`src/rtl/shim_sts_pkg.sv`:
```
// Shared definitions for the SPI-domain status collector: fault codes and FSM states.
// No logic; constants and types only.
// Imported by the interface, the encoder and the top.
package shim_sts_pkg;

   localparam logic [3:0] FAULT_NONE          = 4'd0;
   localparam logic [3:0] FAULT_TRIG_BAD_CMD  = 4'd1;
   localparam logic [3:0] FAULT_TRIG_DATA_OVF = 4'd2;
   localparam logic [3:0] FAULT_DAC_BAD_CMD   = 4'd3;
   localparam logic [3:0] FAULT_DAC_CMD_UNF   = 4'd4;
   localparam logic [3:0] FAULT_DAC_DATA_OVF  = 4'd5;
   localparam logic [3:0] FAULT_ADC_BAD_CMD   = 4'd6;
   localparam logic [3:0] FAULT_ADC_CMD_UNF   = 4'd7;
   localparam logic [3:0] FAULT_ADC_DATA_OVF  = 4'd8;

   // Width of the first-fault channel field (covers NCH up to 8).
   localparam int CH_W = 3;

   typedef enum logic [1:0] {
      RUN       = 2'd0,
      WAIT_HOLD = 2'd1,
      ACK       = 2'd2
   } sts_state_e;

endpackage

```
`src/rtl/shim_spi_sts_collect_if.sv`:
```
// Bundle of fault event inputs, clear handshake and sticky status outputs.
// master = event source / AXI-side clear requester, slave = the collector.
// Pure wiring; no timing of its own.
interface shim_spi_sts_collect_if #(
   parameter int NCH   = 8,
   parameter int CNT_W = 8
);
   import shim_sts_pkg::*;

   logic [NCH-1:0]   dac_ev_bad_cmd;
   logic [NCH-1:0]   dac_ev_cmd_underflow;
   logic [NCH-1:0]   dac_ev_data_overflow;
   logic [NCH-1:0]   adc_ev_bad_cmd;
   logic [NCH-1:0]   adc_ev_cmd_underflow;
   logic [NCH-1:0]   adc_ev_data_overflow;
   logic             trig_ev_bad_cmd;
   logic             trig_ev_data_overflow;
   logic             clr_req;
   logic             clr_ack;
   logic [NCH-1:0]   dac_bad_cmd_sts;
   logic [NCH-1:0]   dac_cmd_underflow_sts;
   logic [NCH-1:0]   dac_data_overflow_sts;
   logic [NCH-1:0]   adc_bad_cmd_sts;
   logic [NCH-1:0]   adc_cmd_underflow_sts;
   logic [NCH-1:0]   adc_data_overflow_sts;
   logic             trig_bad_cmd_sts;
   logic             trig_data_overflow_sts;
   logic             fault_any;
   logic [3:0]       first_fault_code;
   logic [CH_W-1:0]  first_fault_ch;
   logic [CNT_W-1:0] fault_count;

   modport master (
      output dac_ev_bad_cmd, dac_ev_cmd_underflow, dac_ev_data_overflow,
             adc_ev_bad_cmd, adc_ev_cmd_underflow, adc_ev_data_overflow,
             trig_ev_bad_cmd, trig_ev_data_overflow, clr_req,
      input  clr_ack, dac_bad_cmd_sts, dac_cmd_underflow_sts, dac_data_overflow_sts,
             adc_bad_cmd_sts, adc_cmd_underflow_sts, adc_data_overflow_sts,
             trig_bad_cmd_sts, trig_data_overflow_sts, fault_any,
             first_fault_code, first_fault_ch, fault_count
   );

   modport slave (
      input  dac_ev_bad_cmd, dac_ev_cmd_underflow, dac_ev_data_overflow,
             adc_ev_bad_cmd, adc_ev_cmd_underflow, adc_ev_data_overflow,
             trig_ev_bad_cmd, trig_ev_data_overflow, clr_req,
      output clr_ack, dac_bad_cmd_sts, dac_cmd_underflow_sts, dac_data_overflow_sts,
             adc_bad_cmd_sts, adc_cmd_underflow_sts, adc_data_overflow_sts,
             trig_bad_cmd_sts, trig_data_overflow_sts, fault_any,
             first_fault_code, first_fault_ch, fault_count
   );

endinterface

```
`src/rtl/shim_first_fault_enc.sv`:
```
// Priority encoder: picks the lowest fault code, then the lowest channel, among firing events.
// Combinational, zero latency.
// No backpressure; output follows inputs every cycle.
module shim_first_fault_enc
   import shim_sts_pkg::*;
#(
   parameter int NCH = 8
) (
   input  logic [NCH-1:0]  dac_bad_cmd,
   input  logic [NCH-1:0]  dac_cmd_unf,
   input  logic [NCH-1:0]  dac_data_ovf,
   input  logic [NCH-1:0]  adc_bad_cmd,
   input  logic [NCH-1:0]  adc_cmd_unf,
   input  logic [NCH-1:0]  adc_data_ovf,
   input  logic            trig_bad_cmd,
   input  logic            trig_data_ovf,
   output logic            valid,
   output logic [3:0]      code,
   output logic [CH_W-1:0] ch
);

   // Scan from lowest priority to highest so the last match (lowest code, lowest channel) wins.
   always_comb begin
      valid = 1'b0;
      code  = FAULT_NONE;
      ch    = '0;
      for (int i = NCH - 1; i >= 0; i--) begin
         if (adc_data_ovf[i]) begin valid = 1'b1; code = FAULT_ADC_DATA_OVF; ch = CH_W'(i); end
      end
      for (int i = NCH - 1; i >= 0; i--) begin
         if (adc_cmd_unf[i]) begin valid = 1'b1; code = FAULT_ADC_CMD_UNF; ch = CH_W'(i); end
      end
      for (int i = NCH - 1; i >= 0; i--) begin
         if (adc_bad_cmd[i]) begin valid = 1'b1; code = FAULT_ADC_BAD_CMD; ch = CH_W'(i); end
      end
      for (int i = NCH - 1; i >= 0; i--) begin
         if (dac_data_ovf[i]) begin valid = 1'b1; code = FAULT_DAC_DATA_OVF; ch = CH_W'(i); end
      end
      for (int i = NCH - 1; i >= 0; i--) begin
         if (dac_cmd_unf[i]) begin valid = 1'b1; code = FAULT_DAC_CMD_UNF; ch = CH_W'(i); end
      end
      for (int i = NCH - 1; i >= 0; i--) begin
         if (dac_bad_cmd[i]) begin valid = 1'b1; code = FAULT_DAC_BAD_CMD; ch = CH_W'(i); end
      end
      if (trig_data_ovf) begin valid = 1'b1; code = FAULT_TRIG_DATA_OVF; ch = '0; end
      if (trig_bad_cmd)  begin valid = 1'b1; code = FAULT_TRIG_BAD_CMD;  ch = '0; end
   end

endmodule

```
`src/rtl/shim_spi_sts_collect.sv`:
```
// Latches fault event pulses into sticky flags, records first fault and event count, clears via req/ack.
// Flags/fault_any/first_fault/count visible 1 cycle after the event; clr_ack 1 cycle after the clear.
// Clear is deferred until every flag has been stable MIN_HOLD cycles; events are never dropped.
module shim_spi_sts_collect
   import shim_sts_pkg::*;
#(
   parameter int NCH      = 8,
   parameter int MIN_HOLD = 4,
   parameter int CNT_W    = 8
) (
   input logic                   clk,
   input logic                   rst,
   shim_spi_sts_collect_if.slave bus
);

   localparam int HOLD_W = (MIN_HOLD > 2) ? $clog2(MIN_HOLD) : 1;
   localparam logic [HOLD_W-1:0] HOLD_LOAD = HOLD_W'(MIN_HOLD - 1);

   sts_state_e      state;
   logic [HOLD_W-1:0] hold_cnt;
   logic            req_seen_low;   // clr_req observed low since reset; blocks a stale request
   logic            do_clr;
   logic            hold_zero;
   logic            rise;
   logic            any_nx;

   logic [NCH-1:0]  dac_bad_nx, dac_unf_nx, dac_ovf_nx;
   logic [NCH-1:0]  adc_bad_nx, adc_unf_nx, adc_ovf_nx;
   logic            trig_bad_nx, trig_ovf_nx;

   logic            ev_vld;
   logic [3:0]      ev_code;
   logic [CH_W-1:0] ev_ch;

   assign hold_zero = (hold_cnt == '0);
   assign do_clr    = bus.clr_req && hold_zero &&
                      (((state == RUN) && req_seen_low) || (state == WAIT_HOLD));

   // An event coinciding with a clear survives it.
   assign dac_bad_nx  = (bus.dac_bad_cmd_sts       & ~{NCH{do_clr}}) | bus.dac_ev_bad_cmd;
   assign dac_unf_nx  = (bus.dac_cmd_underflow_sts & ~{NCH{do_clr}}) | bus.dac_ev_cmd_underflow;
   assign dac_ovf_nx  = (bus.dac_data_overflow_sts & ~{NCH{do_clr}}) | bus.dac_ev_data_overflow;
   assign adc_bad_nx  = (bus.adc_bad_cmd_sts       & ~{NCH{do_clr}}) | bus.adc_ev_bad_cmd;
   assign adc_unf_nx  = (bus.adc_cmd_underflow_sts & ~{NCH{do_clr}}) | bus.adc_ev_cmd_underflow;
   assign adc_ovf_nx  = (bus.adc_data_overflow_sts & ~{NCH{do_clr}}) | bus.adc_ev_data_overflow;
   assign trig_bad_nx = (bus.trig_bad_cmd_sts       & ~do_clr) | bus.trig_ev_bad_cmd;
   assign trig_ovf_nx = (bus.trig_data_overflow_sts & ~do_clr) | bus.trig_ev_data_overflow;

   assign rise = (|(dac_bad_nx & ~bus.dac_bad_cmd_sts))       |
                 (|(dac_unf_nx & ~bus.dac_cmd_underflow_sts)) |
                 (|(dac_ovf_nx & ~bus.dac_data_overflow_sts)) |
                 (|(adc_bad_nx & ~bus.adc_bad_cmd_sts))       |
                 (|(adc_unf_nx & ~bus.adc_cmd_underflow_sts)) |
                 (|(adc_ovf_nx & ~bus.adc_data_overflow_sts)) |
                 (trig_bad_nx & ~bus.trig_bad_cmd_sts)        |
                 (trig_ovf_nx & ~bus.trig_data_overflow_sts);

   assign any_nx = (|dac_bad_nx) | (|dac_unf_nx) | (|dac_ovf_nx) |
                   (|adc_bad_nx) | (|adc_unf_nx) | (|adc_ovf_nx) |
                   trig_bad_nx | trig_ovf_nx;

   shim_first_fault_enc #(.NCH(NCH)) u_enc (
      .dac_bad_cmd   (bus.dac_ev_bad_cmd),
      .dac_cmd_unf   (bus.dac_ev_cmd_underflow),
      .dac_data_ovf  (bus.dac_ev_data_overflow),
      .adc_bad_cmd   (bus.adc_ev_bad_cmd),
      .adc_cmd_unf   (bus.adc_ev_cmd_underflow),
      .adc_data_ovf  (bus.adc_ev_data_overflow),
      .trig_bad_cmd  (bus.trig_ev_bad_cmd),
      .trig_data_ovf (bus.trig_ev_data_overflow),
      .valid         (ev_vld),
      .code          (ev_code),
      .ch            (ev_ch)
   );

   // Sticky flags and their OR, registered together so they always agree.
   always_ff @(posedge clk) begin
      if (rst) begin
         bus.dac_bad_cmd_sts        <= '0;
         bus.dac_cmd_underflow_sts  <= '0;
         bus.dac_data_overflow_sts  <= '0;
         bus.adc_bad_cmd_sts        <= '0;
         bus.adc_cmd_underflow_sts  <= '0;
         bus.adc_data_overflow_sts  <= '0;
         bus.trig_bad_cmd_sts       <= 1'b0;
         bus.trig_data_overflow_sts <= 1'b0;
         bus.fault_any              <= 1'b0;
      end else begin
         bus.dac_bad_cmd_sts        <= dac_bad_nx;
         bus.dac_cmd_underflow_sts  <= dac_unf_nx;
         bus.dac_data_overflow_sts  <= dac_ovf_nx;
         bus.adc_bad_cmd_sts        <= adc_bad_nx;
         bus.adc_cmd_underflow_sts  <= adc_unf_nx;
         bus.adc_data_overflow_sts  <= adc_ovf_nx;
         bus.trig_bad_cmd_sts       <= trig_bad_nx;
         bus.trig_data_overflow_sts <= trig_ovf_nx;
         bus.fault_any              <= any_nx;
      end
   end

   // Hold timer: restarts on any flag change so the AXI synchronizers always see a stable level.
   always_ff @(posedge clk) begin
      if (rst) begin
         hold_cnt <= '0;
      end else if (rise || do_clr) begin
         hold_cnt <= HOLD_LOAD;
      end else if (!hold_zero) begin
         hold_cnt <= hold_cnt - 1'b1;
      end
   end

   // First-fault capture; a clear re-arms it, taking a same-cycle event if present.
   always_ff @(posedge clk) begin
      if (rst) begin
         bus.first_fault_code <= FAULT_NONE;
         bus.first_fault_ch   <= '0;
      end else if (do_clr) begin
         bus.first_fault_code <= ev_vld ? ev_code : FAULT_NONE;
         bus.first_fault_ch   <= ev_vld ? ev_ch : '0;
      end else if ((bus.first_fault_code == FAULT_NONE) && ev_vld) begin
         bus.first_fault_code <= ev_code;
         bus.first_fault_ch   <= ev_ch;
      end
   end

   // Saturating count of cycles carrying at least one event.
   always_ff @(posedge clk) begin
      if (rst) begin
         bus.fault_count <= '0;
      end else if (do_clr) begin
         bus.fault_count <= ev_vld ? CNT_W'(1) : '0;
      end else if (ev_vld && (bus.fault_count != '1)) begin
         bus.fault_count <= bus.fault_count + CNT_W'(1);
      end
   end

   // Clear handshake FSM; clr_ack is a registered output of the state transition.
   always_ff @(posedge clk) begin
      if (rst) begin
         state        <= RUN;
         bus.clr_ack  <= 1'b0;
         req_seen_low <= 1'b0;
      end else begin
         if (!bus.clr_req) begin
            req_seen_low <= 1'b1;
         end
         case (state)
            RUN: begin
               if (bus.clr_req && req_seen_low) begin
                  if (hold_zero) begin
                     state       <= ACK;
                     bus.clr_ack <= 1'b1;
                  end else begin
                     state <= WAIT_HOLD;
                  end
               end
            end
            WAIT_HOLD: begin
               if (!bus.clr_req) begin
                  state <= RUN;
               end else if (hold_zero) begin
                  state       <= ACK;
                  bus.clr_ack <= 1'b1;
               end
            end
            ACK: begin
               if (!bus.clr_req) begin
                  state       <= RUN;
                  bus.clr_ack <= 1'b0;
               end
            end
            default: begin
               state       <= RUN;
               bus.clr_ack <= 1'b0;
            end
         endcase
      end
   end

endmodule
```
`src/flat_wrapper.sv`:
```
// flat-port wrapper written by rule: the top's interface ports become plain ports
module shim_spi_sts_collect_flat import shim_sts_pkg::*;
#(
   parameter int NCH      = 8,
   parameter int MIN_HOLD = 4,
   parameter int CNT_W    = 8
)
  (clk, rst, bus_dac_ev_bad_cmd, bus_dac_ev_cmd_underflow, bus_dac_ev_data_overflow, bus_adc_ev_bad_cmd, bus_adc_ev_cmd_underflow, bus_adc_ev_data_overflow, bus_trig_ev_bad_cmd, bus_trig_ev_data_overflow, bus_clr_req, bus_clr_ack, bus_dac_bad_cmd_sts, bus_dac_cmd_underflow_sts, bus_dac_data_overflow_sts, bus_adc_bad_cmd_sts, bus_adc_cmd_underflow_sts, bus_adc_data_overflow_sts, bus_trig_bad_cmd_sts, bus_trig_data_overflow_sts, bus_fault_any, bus_first_fault_code, bus_first_fault_ch, bus_fault_count);
  shim_spi_sts_collect_if #(.NCH(NCH), .CNT_W(CNT_W)) bus_i ();
  input logic clk;
  input logic rst;
  input wire logic [$bits(bus_i.dac_ev_bad_cmd)-1:0] bus_dac_ev_bad_cmd;
  input wire logic [$bits(bus_i.dac_ev_cmd_underflow)-1:0] bus_dac_ev_cmd_underflow;
  input wire logic [$bits(bus_i.dac_ev_data_overflow)-1:0] bus_dac_ev_data_overflow;
  input wire logic [$bits(bus_i.adc_ev_bad_cmd)-1:0] bus_adc_ev_bad_cmd;
  input wire logic [$bits(bus_i.adc_ev_cmd_underflow)-1:0] bus_adc_ev_cmd_underflow;
  input wire logic [$bits(bus_i.adc_ev_data_overflow)-1:0] bus_adc_ev_data_overflow;
  input wire logic [$bits(bus_i.trig_ev_bad_cmd)-1:0] bus_trig_ev_bad_cmd;
  input wire logic [$bits(bus_i.trig_ev_data_overflow)-1:0] bus_trig_ev_data_overflow;
  input wire logic [$bits(bus_i.clr_req)-1:0] bus_clr_req;
  output wire logic [$bits(bus_i.clr_ack)-1:0] bus_clr_ack;
  output wire logic [$bits(bus_i.dac_bad_cmd_sts)-1:0] bus_dac_bad_cmd_sts;
  output wire logic [$bits(bus_i.dac_cmd_underflow_sts)-1:0] bus_dac_cmd_underflow_sts;
  output wire logic [$bits(bus_i.dac_data_overflow_sts)-1:0] bus_dac_data_overflow_sts;
  output wire logic [$bits(bus_i.adc_bad_cmd_sts)-1:0] bus_adc_bad_cmd_sts;
  output wire logic [$bits(bus_i.adc_cmd_underflow_sts)-1:0] bus_adc_cmd_underflow_sts;
  output wire logic [$bits(bus_i.adc_data_overflow_sts)-1:0] bus_adc_data_overflow_sts;
  output wire logic [$bits(bus_i.trig_bad_cmd_sts)-1:0] bus_trig_bad_cmd_sts;
  output wire logic [$bits(bus_i.trig_data_overflow_sts)-1:0] bus_trig_data_overflow_sts;
  output wire logic [$bits(bus_i.fault_any)-1:0] bus_fault_any;
  output wire logic [$bits(bus_i.first_fault_code)-1:0] bus_first_fault_code;
  output wire logic [$bits(bus_i.first_fault_ch)-1:0] bus_first_fault_ch;
  output wire logic [$bits(bus_i.fault_count)-1:0] bus_fault_count;
  assign bus_i.dac_ev_bad_cmd = bus_dac_ev_bad_cmd;
  assign bus_i.dac_ev_cmd_underflow = bus_dac_ev_cmd_underflow;
  assign bus_i.dac_ev_data_overflow = bus_dac_ev_data_overflow;
  assign bus_i.adc_ev_bad_cmd = bus_adc_ev_bad_cmd;
  assign bus_i.adc_ev_cmd_underflow = bus_adc_ev_cmd_underflow;
  assign bus_i.adc_ev_data_overflow = bus_adc_ev_data_overflow;
  assign bus_i.trig_ev_bad_cmd = bus_trig_ev_bad_cmd;
  assign bus_i.trig_ev_data_overflow = bus_trig_ev_data_overflow;
  assign bus_i.clr_req = bus_clr_req;
  assign bus_clr_ack = bus_i.clr_ack;
  assign bus_dac_bad_cmd_sts = bus_i.dac_bad_cmd_sts;
  assign bus_dac_cmd_underflow_sts = bus_i.dac_cmd_underflow_sts;
  assign bus_dac_data_overflow_sts = bus_i.dac_data_overflow_sts;
  assign bus_adc_bad_cmd_sts = bus_i.adc_bad_cmd_sts;
  assign bus_adc_cmd_underflow_sts = bus_i.adc_cmd_underflow_sts;
  assign bus_adc_data_overflow_sts = bus_i.adc_data_overflow_sts;
  assign bus_trig_bad_cmd_sts = bus_i.trig_bad_cmd_sts;
  assign bus_trig_data_overflow_sts = bus_i.trig_data_overflow_sts;
  assign bus_fault_any = bus_i.fault_any;
  assign bus_first_fault_code = bus_i.first_fault_code;
  assign bus_first_fault_ch = bus_i.first_fault_ch;
  assign bus_fault_count = bus_i.fault_count;
  shim_spi_sts_collect #(.NCH(NCH), .MIN_HOLD(MIN_HOLD), .CNT_W(CNT_W)) u_core (.clk(clk), .rst(rst), .bus(bus_i));
endmodule
```
`config.mk`:
```
export PLATFORM = sky130hd
export DESIGN_NAME = shim_spi_sts_collect_flat
export DESIGN_NICKNAME = d
export VERILOG_FILES = /design/src/rtl/shim_sts_pkg.sv /design/src/rtl/shim_spi_sts_collect_if.sv /design/src/rtl/shim_first_fault_enc.sv /design/src/rtl/shim_spi_sts_collect.sv /design/src/flat_wrapper.sv
export SDC_FILE = /design/constraint.sdc
export NUM_CORES = 1
export LEC_CHECK = 0
export BUFFER_PORTS_ARGS = -buffer_cell sky130_fd_sc_hd__buf_2
export CORE_MARGIN = 4
export CORE_UTILIZATION = 40
export CTS_CLUSTER_DIAMETER = 200
export DETAILED_ROUTE_END_ITERATION = 7
export PLACE_DENSITY = 0.66
export SETUP_SLACK_MARGIN = 0.1
export SYNTH_ARGS = -nofsm -noshare
export SYNTH_HDL_FRONTEND = slang
export SYNTH_SLANG_ARGS = --single-unit
```
`constraint.sdc`:
```
create_clock -name clk -period 2.5 [get_ports clk]
set_input_delay 0.25 -clock clk [delete_from_list [all_inputs] [get_ports clk]]
set_output_delay 0.25 -clock clk [all_outputs]
set_load 0.02 [all_outputs]
```
**Word-level counts from Yosys, hierarchy flattened**

Cells that the tools add are included.

- Bits in registers: 72
- Input bits: 53
- Output and inout port bits: 67
- Word-level logic and storage cells: 273

- Add/subtract/negate cells: 2
- Equal/unequal tests: 8
- Multiplexer cells: 172
- Bitwise gates (word level): 48
- Reductions and logical operators: 27

Operator list:

| operator | count |
|---|---|
| 4-bit 2-to-1 mux | 53 |
| 3-bit 2-to-1 mux | 53 |
| 8-bit bitwise AND | 12 |
| 8-bit OR reduction | 12 |
| 8-bit NOT | 7 |
| 1-bit 2-to-1 mux | 55 |
| 8-bit bitwise OR | 6 |
| 8-bit 2-to-1 mux | 2 |
| 1-bit bitwise OR | 16 |
| 2-bit 2-to-1 mux | 7 |
| 8-bit by 1-bit adder with 8-bit output (second input constant) | 1 |
| 2-bit != test (second input constant) | 4 |
| 8-bit != test (second input constant) | 1 |
| 1-bit logical AND | 6 |
| 2-bit case mux with 3 select lines | 1 |
| 3-bit AND reduction | 2 |
| 1-bit bitwise AND | 4 |
| 2-bit logical NOT | 2 |
| 4-bit logical NOT | 1 |
| 2-bit nonzero test | 2 |
| 3-bit by 2-bit != test with 1-bit output (second input constant) | 1 |
| 1-bit NOT | 3 |
| 1-bit case mux with 3 select lines | 1 |
| 2-bit by 1-bit == test with 1-bit output (second input constant) | 1 |
| other kinds (3) | 4 |

**Depth between registers and ports, before layout**

- Depth after elaboration: 53
- Mapped depth: 7
- Gate-level depth less buffers: 7

**Cells and area by module**

From an unflattened synthesis, not the netlist that was laid out.

- Cell total of the unflattened synthesis: 484
- Area total of the unflattened synthesis: 3832.4 sq um

By module, submodules not included:

| module | times used | cells an instance | area each (sq um) | sequential area each (sq um) |
|---|---|---|---|---|
| shim_spi_sts_collect | 1 | 371 | 3180.6 | 1441.4 |
| shim_first_fault_enc | 1 | 113 | 651.9 | 0.0 |

**Worst setup path before layout**

No wires, ideal clock.

- Kind: input-to-reg
- From: input bus_dac_ev_bad_cmd[6]
- To: register u_core.bus.first_fault_ch[0] (netlist bit)
- Library setup time: 0.120 ns
- Arrival: 1.978 ns
- Data required time: 2.380 ns
- Path slack: 0.403 ns
- Stages: 6
- Path buffers: 0
- Cells stage by stage: or4_4 or4_4 nor4_4 nor4_1 o211a_1 a211o_1

- Longest elaborated chain between the ends: 11

RTL lines:

| element | line | RTL |
|---|---|---|
| start: declaration | flat_wrapper.sv:12 | `input wire logic [$bits(bus_i.dac_ev_bad_cmd)-1:0] bus_dac_ev_bad_cmd;` |
| 3-bit 2-to-1 mux or 1-bit 2-to-1 mux (tied branches) (7 in a row) | shim_first_fault_enc.sv:43 | `if (dac_bad_cmd[i]) begin valid = 1'b1; code = FAULT_DAC_BAD_CMD; ch = CH_W'(i); end` |
| 3-bit 2-to-1 mux or 1-bit 2-to-1 mux (tied branches) | shim_first_fault_enc.sv:45 | `if (trig_data_ovf) begin valid = 1'b1; code = FAULT_TRIG_DATA_OVF; ch = '0; end` |
| 3-bit 2-to-1 mux or 1-bit 2-to-1 mux (tied branches) | shim_first_fault_enc.sv:46 | `if (trig_bad_cmd) begin valid = 1'b1; code = FAULT_TRIG_BAD_CMD; ch = '0; end` |
| 3-bit 2-to-1 mux (tied with other cells) | shim_spi_sts_collect.sv:120 | `end else if ((bus.first_fault_code == FAULT_NONE) && ev_vld) begin` |
| 3-bit 2-to-1 mux or 2-bit nonzero test (tied branches) | - |  |
| end signal: assignment | shim_spi_sts_collect.sv:119 | `bus.first_fault_ch <= ev_vld ? ev_ch : '0;` |
| end signal: assignment | shim_spi_sts_collect.sv:122 | `bus.first_fault_ch <= ev_ch;` |
| end: declaration | shim_spi_sts_collect_if.sv:50 | `first_fault_code, first_fault_ch, fault_count` |

Several ways; a longest one is shown, not always the timed one. The select of a mux whose other input is x is not followed.
A chain may end at the register's enable or synchronous reset.

**Worst setup path in the final report**

Ends and elaborated chain as after synthesis.

==> flow_summary.toml <==
[run_status]
status = "finished clean"

[sta]
clock_skew_ns = 0.01005
setup_ws_ns = 0.4390
setup_viol = 0
hold_ws_ns = 0.1395
finalSetupTns_ns = 0
period_share = 0.8244
fin_crit_ns = 2.061
tightest_slew_ns = 0.6041
fmax_ghz = 0.4852
rsz0062_at_grt = "no"
hold_violations = 0
slew-limit-headroom = 0.5936
drv_slew = 0

[detailed_routing]
vias = 4014
drt-vias-per-instance = 5.801
avgRoutedWirePerCell_um = 18.45
drt_iter0_drc = 416
drc = 0
dr.pass1.iters = 5
antenna_left = 0
postRouteWirelength_um = 12770

[clock_network]
clock_sinks = 72
cts_setup_buffers = 0
cts_max_level = 3
hold_buffers = 0
cts_max_path_buffers = 2
ctsResizeCount = 0
cts_inserted_buffers = 9
cts_tree = "built"
cts.clk_slew.worst_paths_ns = 0.07
clock_latency_ns = 0.36
clk_root_buffer_cell = "clkbuf_8"

[logic_synthesis]
synthArstFlopShare = 0
yosysTopAreaCell = "dfxtp_1"
synth_cell_types = 50
yosys-top-cells-area = "dfxtp_1 (41%), a21oi_1 (10%), nor2_1 (7.8%), inv_1 (6.2%), nor4_1 (4.6%)"
ys_seq_area_frac = 0.4110
synth_edf_count = 0
synth_top_area_frac = 0.4110
postSynthCellCount = 458
yosys_warnings = 0
syn_nets = 513
synth-main-ff-cell = "dfxtp_1"
ys_ff_latch = 72
synth.avg_cell_area_um2 = 7.657
synth_area_um2 = 3507

[worst_setup_path]
crit_path_start_kind = "input pin"
required_ns = 2.74
arrival_ns = 2.30
path_max_fanout = 5
critical-path-top-delay-family = "simple AND/OR/NAND/NOR gates"
crit_buf_inv = 1
critPathKind = "in -> reg"
crit_path_cell_trace = "buf_2 -> or4_4 -> or4_4 -> nor4_4 -> nor4_1 -> o211a_1 -> a211o_1"
crit_slowest_cell = "or4_4"
rrSetupSlack_ns = 0.53
slowest_delay_ns = 0.56
crit_path_end_kind = "flop"
cp_common_cell = "or4_4"

[floorplanning]
start_util = 0.4184
num_rows = 33
dieArea_um2 = 10330
core-area_um2 = 8382
die_h_um = 101.6
io_pins = 120
die_w_um = 101.6

[grt]
grt_max_degree = 48
grt_use_total = 0.2490
antenna_found_initial = 0
grt_pass1_wl_um = 20030
grt.overflow.total = 0
grt_pass1_vias = 3803

[finish]
fin_nets = 637
utilization = 0.5361
layout_commonest_cell = "buf_2"
num_antenna_cells = 0
mostFrequentLayoutCells = "buf_2 (119), nor2_1 (73), a21oi_1 (72), dfxtp_1 (72), inv_1 (58)"
drive_gt1_frac = 0.2572
area_delta_synth_final_pct = 28.11

[placed_design]
dp_hpwl_um = 9907
gp_congestion = 0.9689
numPortBuffers = 119
dp_worst_setup_slack_ns = 0.1085

[pwr]
power_leakage_nw = 2.065
total_power_mw = 2.970
ir_drop_v = 0.0003625
p_per_area_nw_per_um2 = 660.9

[job]
drv_cap = 0

[min_path]
min_path_type = "in -> reg"
## cells in the mapped netlist (all sizes together) (5+ instances only)
| master | count |
|---|---|
| dfxtp | 72 |
| o21ai | 12 |
| nand4 | 7 |
| nand2b | 5 |
| o22ai | 18 |
| nor2 | 73 |
| xnor2 | 6 |
| clkbuf | 12 |
| nor3 | 13 |
| nand3 | 7 |
| a221oi | 7 |
| a21oi | 73 |
| nor4 | 27 |
| inv | 58 |
| nand2 | 10 |
| or4 | 8 |
## path summary, 6_finish.rpt
path | from | end | cells past startpoint
setup reg to reg | u_core.hold_cnt[1]$_SDFFE_PP0P_ | u_core.bus.first_fault_ch[0]$_SDFFE_PP0P_ | 7
setup / recovery | bus_dac_ev_bad_cmd[6] | u_core.bus.first_fault_ch[0]$_SDFFE_PP0P_ | 7
hold reg to reg | u_core.bus.first_fault_code[0]$_SDFFE_PP0P_ | u_core.bus.first_fault_code[0]$_SDFFE_PP0P_ | 2
hold / removal | bus_clr_req | u_core.req_seen_low$_SDFFE_PP0N_ | 2
## power breakdown
group / internal, mW / switching (mW)
combinational: 0.180 / 0.323
clock: 0.691 / 0.464
sequential: 1.22 / 0.0907
## metrics by stage
| stage | cells | instance area, um2 |
|---|---|---|
| 2_1_floorplan | 458 | 3507 |
| 3_3_place_gp | 676 | 4248 |
| 3_5_place_dp | 676 | 4248 |
| 4_1_cts | 692 | 4493 |
| 5_1_grt | 692 | 4493 |
| 6_report | 692 | 4493 |
## cell type report
class / instances / area [um2]
clock buffer: 11 / 141.4
clock inverter: 5 / 103.9
fill: 828 / 3889
timing repair buffer: 129 / 670.6
sequential: 72 / 1441
multi-input combinational: 312 / 1787
tap: 105 / 131.4
inverter: 58 / 217.7
## metal layers
layer	global-route usage	share of wire	up-vias
met5	0	0	-
met4	0.08384	0.024	0
met3	0.05234	0.098	28
met2	0.3742	0.43	212
met1	0.3543	0.45	1877
li1	-	-	1897
## state kept, by name, summed over array words and instances (netlist names), 2 cells and up
signal,count
u_core.hold_cnt,2
u_core.bus.adc_bad_cmd_sts,8
u_core.bus.adc_data_overflow_sts,8
u_core.bus.first_fault_ch,3
u_core.state,2
u_core.bus.first_fault_code,4
u_core.bus.adc_cmd_underflow_sts,8
u_core.bus.dac_bad_cmd_sts,8
u_core.bus.fault_count,8
u_core.bus.dac_cmd_underflow_sts,8
u_core.bus.dac_data_overflow_sts,8
## cells by family (layout without fill, tap and decap cells)
family | count (synthesis) | in the layout | synth area share
mux | 2 | 2 | 0.007490
buf+inv | 74 | 203 | 0.07956
flops | 72 | 72 | 0.4110
simple gates | 163 | 163 | 0.2387
xor+xnor | 7 | 7 | 0.01748
compound gates | 138 | 138 | 0.2387
fa+ha+maj | 2 | 2 | 0.007134
No activity file was read; power rests on OpenSTA's default activity.
